--- config.mk ---
export PLATFORM = sky130hd
export DESIGN_NAME = enum_range_seq
export DESIGN_NICKNAME = d
export VERILOG_FILES = /design/src/rtl/enum_range_seq.sv
export SDC_FILE = /design/constraint.sdc
export NUM_CORES = 1
export LEC_CHECK = 0
export CAP_MARGIN = 15
export CORE_ASPECT_RATIO = 1.2
export CORE_MARGIN = 1
export CORE_UTILIZATION = 38
export CTS_BUF_LIST = sky130_fd_sc_hd__clkbuf_16
export DETAILED_ROUTE_END_ITERATION = 8
export GPL_TIMING_DRIVEN = 1
export PLACE_DENSITY = 0.74
export SYNTH_ARGS = -nofsm -noshare
export SYNTH_HDL_FRONTEND = slang
export SYNTH_SLANG_ARGS = --single-unit
--- constraint.sdc ---
create_clock -name clk -period 1.9 [get_ports clk]
set_clock_uncertainty 0.05 [all_clocks]
set_input_delay 0.285 -clock clk [delete_from_list [all_inputs] [get_ports clk]]
set_output_delay 0.285 -clock clk [all_outputs]
set_load 0.03 [all_outputs]
--- src/rtl/enum_range_seq.sv ---
// enum_range_seq
//   Burst sequencer. A seed is accepted on a valid/ready input, then four
//   beats seed+0..seed+3 are emitted, followed by two wait cycles and a
//   one-cycle done pulse. The FSM state type is declared with enum name
//   ranges, so the members BEAT0..BEAT3, WAIT2 and WAIT1 come from range
//   expansion. Those expanded names are the ones used in every case item,
//   every transition and every output decode.
//
//   Handshakes: a transfer happens on a rising clk edge where valid and
//   ready are both high. The producer holds valid and data stable until
//   that edge. Valid never depends on ready.
//
//   Optional feature (macro ENUM_RANGE_SEQ_ABORT_EN):
//     This macro adds an abort input and an aborted output. Asserting
//     abort in any BEAT or WAIT state sends the FSM to DONE on the next
//     cycle, and aborted is raised together with done. When abort and
//     out_ready are high in the same cycle, abort wins.
//
// Ports
//   clk          in   1       rising-edge clock
//   rst          in   1       synchronous active-high reset
//   start_valid  in   1       seed offered
//   start_ready  out  1       seed accepted (high only in IDLE)
//   start_data   in   DATA_W  seed value
//   out_valid    out  1       beat valid
//   out_ready    in   1       downstream accepts beat
//   out_data     out  DATA_W  beat payload (seed + beat index, wrapping)
//   out_last     out  1       final beat of burst
//   busy         out  1       state != IDLE
//   done         out  1       one-cycle pulse in DONE
//   state_o      out  3       raw state encoding
//   abort        in   1       (ABORT_EN only) abort current burst/wait
//   aborted      out  1       (ABORT_EN only) done was reached via abort
module enum_range_seq #(
  parameter int DATA_W = 8
) (
  input  logic              clk,
  input  logic              rst,
  input  logic              start_valid,
  output logic              start_ready,
  input  logic [DATA_W-1:0] start_data,
  output logic              out_valid,
  input  logic              out_ready,
  output logic [DATA_W-1:0] out_data,
  output logic              out_last,
  output logic              busy,
  output logic              done,
`ifdef ENUM_RANGE_SEQ_ABORT_EN
  input  logic              abort,
  output logic              aborted,
`endif
  output logic [2:0]        state_o
);

  // Expands to IDLE=0, BEAT0..BEAT3=1..4, WAIT2=5, WAIT1=6, DONE=7.
  // The wait range is declared descending, so the walk runs WAIT2 then WAIT1.
  typedef enum logic [2:0] { IDLE, BEAT[4], WAIT[2:1], DONE } state_e;

  state_e            state_q, state_d;
  logic [DATA_W-1:0] seed_q;
  logic [DATA_W-1:0] beat_off;
  logic              abort_hit;

`ifdef ENUM_RANGE_SEQ_ABORT_EN
  logic aborted_q;
  // Abort is honoured only while a burst or its wait tail is in progress.
  assign abort_hit = abort && (state_q != IDLE) && (state_q != DONE);
`else
  assign abort_hit = 1'b0;
`endif

  always_ff @(posedge clk) begin
    if (rst) begin
      state_q <= IDLE;
      seed_q  <= '0;
    end else begin
      state_q <= state_d;
      if (state_q == IDLE && start_valid) begin
        seed_q <= start_data;
      end
    end
  end

`ifdef ENUM_RANGE_SEQ_ABORT_EN
  // An abort always lands in DONE, so the flag is valid exactly there.
  always_ff @(posedge clk) begin
    if (rst) begin
      aborted_q <= 1'b0;
    end else begin
      aborted_q <= abort_hit;
    end
  end
  assign aborted = aborted_q;
`endif

  // Next-state logic.
  always_comb begin
    state_d = state_q;
    case (state_q)
      IDLE:    if (start_valid) state_d = BEAT0;
      BEAT0:   if (out_ready)   state_d = BEAT1;
      BEAT1:   if (out_ready)   state_d = BEAT2;
      BEAT2:   if (out_ready)   state_d = BEAT3;
      BEAT3:   if (out_ready)   state_d = WAIT2;
      WAIT2:   state_d = WAIT1;
      WAIT1:   state_d = DONE;
      DONE:    state_d = IDLE;
      default: state_d = IDLE;
    endcase
    if (abort_hit) begin
      state_d = DONE;
    end
  end

  // Output decode. The outputs are a function of the state alone.
  always_comb begin
    start_ready = 1'b0;
    out_valid   = 1'b0;
    out_last    = 1'b0;
    done        = 1'b0;
    beat_off    = '0;
    case (state_q)
      IDLE:  start_ready = 1'b1;
      BEAT0: begin out_valid = 1'b1; beat_off = DATA_W'(0); end
      BEAT1: begin out_valid = 1'b1; beat_off = DATA_W'(1); end
      BEAT2: begin out_valid = 1'b1; beat_off = DATA_W'(2); end
      BEAT3: begin out_valid = 1'b1; beat_off = DATA_W'(3); out_last = 1'b1; end
      DONE:  done = 1'b1;
      default: ;
    endcase
  end

  // The sum is truncated to DATA_W bits, so the beat value wraps modulo 2**DATA_W.
  assign out_data = out_valid ? (seed_q + beat_off) : '0;
  assign busy     = (state_q != IDLE);
  assign state_o  = state_q;

endmodule

==> results.toml, run 1 <==
[worst_setup_path]
worstSetupStartpointType = "flop"
r2r-start = "state_o[2]"
r2r_end = "seed_q[3]"
endpoint = "out_data[5]"
cpMostUsedCell = "a21oi_4"
slowest_stage = "or4_4"
cp_data_arrival_time_ns = 2.00
cp_cell_sequence = "nor3b_4, o21bai_4, ha_4, a21oi_4, or4_4, a21oi_4, buf_6"
startpoint = "state_o[2]"
worstRegToRegCells = 7
r2r_slack_ns = 0.09
crit_required_ns = 1.56
path_class = "reg -> out"
endpoint_kind = "primary output"
critPathMaxStageDelay_ns = 0.44
cp_max_fo = 5

[drt]
firstDrtPassIters = 4
postRouteAntennaNets = 0
drcViolationCount = 0
drt_iter0_drc = 6
wl_per_cell_um = 12.8
viasPerCell = 5.25
vias = 808
drt_wl_total_um = 1960

[clock_tree]
clkLatencyLatePin_ns = 0.23
numCtsBuffers = 3
clk_transition_reported_paths_ns = 0.04
cts_sinks = 11
clock-root-buffer = "clkbuf_16"
cts_hold_buf = 0
htree_levels = 1
tritoncts = "done"
cts_buffer_depth = 2

[final_layout]
final_layout_size_suffix_gt1_frac = 0.478
insertedDiodeCount = 0
fin_util = 0.826
stdcell_count = 154
syn2layout_area_growth_pct = 96.8
layout.nets = 152

[timing]
timing.final.ws_setup_ns = -0.432
final.period_utilization = 1.23
min_period_ns = 2.33
hold_viol_final = 0
max_freq_ghz = 0.429
finalMaxSlewViolations = 0
slew_headroom = 0.701
grt_setup_unrepaired = "true"
worst_slew_pin_slew_ns = 0.444
setup_viol = 9

[yosys]
synth_fp_nets = 108
synthArstFlopShare = 0
yosysWarnings = 0
synthTopCellsByArea = "dfxtp_1 31%, nand2_1 11%, a21oi_1 9.2%"
syn_inst = 93
netlist_area_um2 = 706
synth_seq_cells = 11
synth.largest_area_cell = "dfxtp_1"
synth_cell_types = 33
avgSynthCellArea_um2 = 7.59
seq_area_frac_synth = 0.312
synth-edff-count = 0
synth_top_area_share = 0.312
synth_top_flop_cell = "dfxtp_1"

[placed_design]
place.gp.congestion = 0.712
dp_cells = 145
dp_hpwl_um = 1360
dp_slack_ns = -0.221
io_buffers = 27

[floorplan]
initial_core_util = 0.420
core_um2 = 1680
fp.dieH_um = 49.2
die_area_um2 = 2030
top_level_ports = 28
placementRows = 16
die_x_um = 41.3

[global_route]
grt_max_degree = 12
track_usage = 0.223
grt_pass1_wl_um = 3190
overflow = 0
antenna_found_initial = 0
grt_pass1_vias = 793

[worst_hold_path]
hold_class = "reg -> reg"
min_from = "seed_q[0]"

[run]
max-cap-violations = 0

[power]
ir_drop_mv = 0.609
p_leak_nw = 0.564
power.density_nw_per_um2 = 688

[run_status]
status = "finished with violations"
violations = "negative setup slack"
[cell families (layout without fill, tap and decap cells)]
family                     after synthesis  count (layout)  synth area share
AOI/OAI and AO/OA                       21              21             0.167
xor gates and xnor gates                 4               4            0.0497
adders and majority gates                3               3            0.0638
buffers and inverters                    9              52            0.0585
DFF                                     11              11             0.312
muxes                                    1               1            0.0142
and+or+nand+nor                         44              44             0.335
[layout make-up]
type / count / area (um2)
multi-input cells: 73 / 623
repair buffers: 45 / 424
fillers: 97 / 293
flip-flops and latches: 11 / 229
clock buffers: 3 / 75.1
well taps: 18 / 22.5
inverters: 3 / 11.3
clock inverters: 1 / 3.75
[cell usage in the layout, fill, tap and decap left out, drive strengths merged, types with 2 or more instances in the layout]
cell type	count
nand2	21
nand3	3
xor2	2
clkdlybuf4s50	13
a21oi	13
buf	29
xnor2	2
nor2	5
or3	3
dlygate4sd2	3
clkbuf	3
nor4b	2
ha	2
o21ai	4
and3	3
inv	4
dfxtp	11
[Yosys cell counts (2+ instances only)]
library cell	number
a21oi_1	13
and3_1	3
buf_2	3
clkbuf_1	2
dfxtp_1	11
ha_1	2
inv_1	2
nand2_1	21
nand3_1	3
nor2_1	5
o21ai_0	3
or3_1	2
xnor2_1	2
xor2_1	2
[critical path: cells and delay by family, from the launching register on]
kind | cells | cell delay [ns]
fa+ha+maj | 1 | 0.28
buf+inv | 1 | 0.14
simple gates | 2 | 0.59
flops | 1 | 0.34
compound gates | 3 | 0.41
[what timing repair did]
item	in CTS	in global routing
endpoints found under the hold margin	0	0
gates resized for setup	34	11
endpoints found under the setup margin	12	11
buffers inserted	5	0
pin swaps	3	3
[metal layers]
layer | vias up | track usage | share of wire
li1 | 413 | - | -
met4 | 0 | 0.0645 | 0.014
met5 | - | 0 | 0
met1 | 371 | 0.265 | 0.43
met3 | 4 | 0.0320 | 0.025
met2 | 20 | 0.385 | 0.53
[worst min-delay path by stage]
stage,to,slack (ns),depth (start not counted)
finish,seed_q[0],0.42,2
floorplan,state_o[0],0.30,1
global route,seed_q[5],0.47,2
detailed placement,seed_q[0],0.41,2
CTS,seed_q[0],0.43,2
global placement,seed_q[0],0.40,2
[flip-flops by register name, indices dropped and copies added (netlist names)]
name	count
state_o	3
seed_q	8
[through the flow]
| stage | hold WS (ns) | area [um2] | total power, mW | TNS [ns] |
|---|---|---|---|---|
| after floorplan | 0.304 | 841 | 0.442 | -2.88 |
| after global placement | 0.403 | 1170 | 0.542 | -0.993 |
| after detailed placement | 0.414 | 1170 | 0.549 | -1.22 |
| after CTS | 0.429 | 1360 | 0.949 | -2.67 |
| after global routing | 0.473 | 1390 | 0.998 | -3.21 |
| final | 0.420 | 1390 | 0.955 | -2.66 |
[power breakdown]
part           internal, mW  leakage [nW]  switching [mW]
logic                 0.146         0.429           0.162
registers             0.249        0.0920          0.0225
clock network         0.276        0.0423          0.0999
total                 0.671         0.564           0.284
Power figures use the tool's default switching activity.
==> run 2: changes to the inputs <==
CORE_MARGIN = not set   (was 1)
==> results of run 2 <==
Same layout as run 1: the final DEF is identical, and so are final timing and power.
==> run 3: changes to the inputs <==
CAP_MARGIN = not set   (was 15)
CORE_ASPECT_RATIO = not set   (was 1.2)
==> results.toml, run 3 (synthesis results as in run 1) <==
[clock_tree]
cts_sinks = 11
numCtsBuffers = 3
htree_levels = 1
clock-root-buffer = "clkbuf_16"
cts_hold_buf = 0
tritoncts = "done"
clkLatencyLatePin_ns = 0.23
clk_transition_reported_paths_ns = 0.04
cts_buffer_depth = 2

[run_status]
status = "finished with violations"
violations = "negative setup slack"

[worst_hold_path]
hold_class = "reg -> reg"
min_path_cells = 2

[worst_setup_path]
worstSetupStartpointType = "flop"
worstRegToRegCells = 4
cp_max_fo = 5
cp_data_arrival_time_ns = 1.98
endpoint_kind = "primary output"
r2r_slack_ns = 0.32
path_class = "reg -> out"
crit_required_ns = 1.56

[floorplan]
initial_core_util = 0.409
fp.dieH_um = 45.1
placementRows = 15
core_um2 = 1730
die_x_um = 45.1
die_area_um2 = 2030
top_level_ports = 28

[run]
max-cap-violations = 0

[global_route]
antenna_found_initial = 0
grt_pass1_vias = 765
grt_pass1_wl_um = 3120
grt_max_degree = 13
track_usage = 0.215
overflow = 0

[timing]
grt_setup_unrepaired = "true"
slew_headroom = 0.716
hold_viol_final = 0
final.period_utilization = 1.22
timing.final.ws_setup_ns = -0.416
setup_viol = 8
worst_hold_slack_ns = 0.433
finalMaxSlewViolations = 0
min_period_ns = 2.32
worst_slew_pin_slew_ns = 0.424
max_freq_ghz = 0.432

[final_layout]
final_layout_size_suffix_gt1_frac = 0.412
final_common_cell = "nand2_1"
fin_util = 0.760
largest_reg_flops = 8
layout.nets = 147
top_register = "seed_q"
insertedDiodeCount = 0
layout_common_cells = "19 x nand2_1, 17 x buf_4, 14 x clkdlybuf4s50_1"
syn2layout_area_growth_pct = 86.0
stdcell_count = 156

[power]
ir_drop_mv = 0.735
p_leak_nw = 0.526
power.density_nw_per_um2 = 703
p_total_mw = 0.922

[drt]
postRouteAntennaNets = 0
vias = 792
drt_wl_total_um = 1910
drcViolationCount = 0
wl_per_cell_um = 12.2
firstDrtPassIters = 4
viasPerCell = 5.08
drt_iter0_drc = 18

[placed_design]
dp_cells = 151
place.gp.congestion = 0.785
dp_hpwl_um = 1400
io_buffers = 27
-- run 3: stage by stage --
| stage | setup WS [ns] | TNS [ns] | area, um2 |
|---|---|---|---|
| floorplan | -0.597 | -2.88 | 841 |
| global placement | -0.168 | -0.948 | 1170 |
| detailed placement | -0.198 | -1.13 | 1170 |
| CTS | -0.421 | -2.55 | 1310 |
| global route | -0.458 | -2.90 | 1310 |
| finish | -0.416 | -2.48 | 1310 |
-- run 3: layout make-up --
type | instances | area [um2]
fillers | 129 | 414
clock buffers | 3 | 75.1
repair buffers | 40 | 357
flip-flops and latches | 11 | 229
multi-input cells | 73 | 606
clock inverters | 1 | 3.75
well taps | 25 | 31.3
inverters | 3 | 11.3
-- run 3: final timing paths --
| check | startpoint | to |
|---|---|---|
| max | state_o[2] | out_data[5] |
| min | seed_q[0] | seed_q[0] |
| max reg2reg | state_o[2] | seed_q[5] |
| min reg2reg | seed_q[0] | seed_q[0] |
-- run 3: critical path, cell delays in order (launching register included) --
cell and delay [ns]:
dfxtp_4 0.34, nor3b_4 0.15, o21bai_4 0.19, ha_4 0.29
a21oi_4 0.08, or4_4 0.43, a21oi_4 0.13, buf_6 0.14
-- run 3: power breakdown --
group          internal, mW  total (mW)  switching, mW
clock                 0.275       0.370         0.0950
combinational         0.125       0.279          0.154
sequential            0.249       0.272         0.0234
total                 0.650       0.922          0.273
-- run 3: timing repair --
item / CTS / global route
pin swaps: 2 / 0
setup endpoints to repair: 12 / 9
buffers inserted: 1 / 0
gates resized for setup: 23 / 2
-- run 3: layer usage --
layer,vias to the layer above,share of wire,global-route usage
met5,-,0,0
met4,0,0.030,0.127
met3,8,0.030,0.0320
met2,22,0.50,0.371
met1,364,0.43,0.251
li1,398,-,-
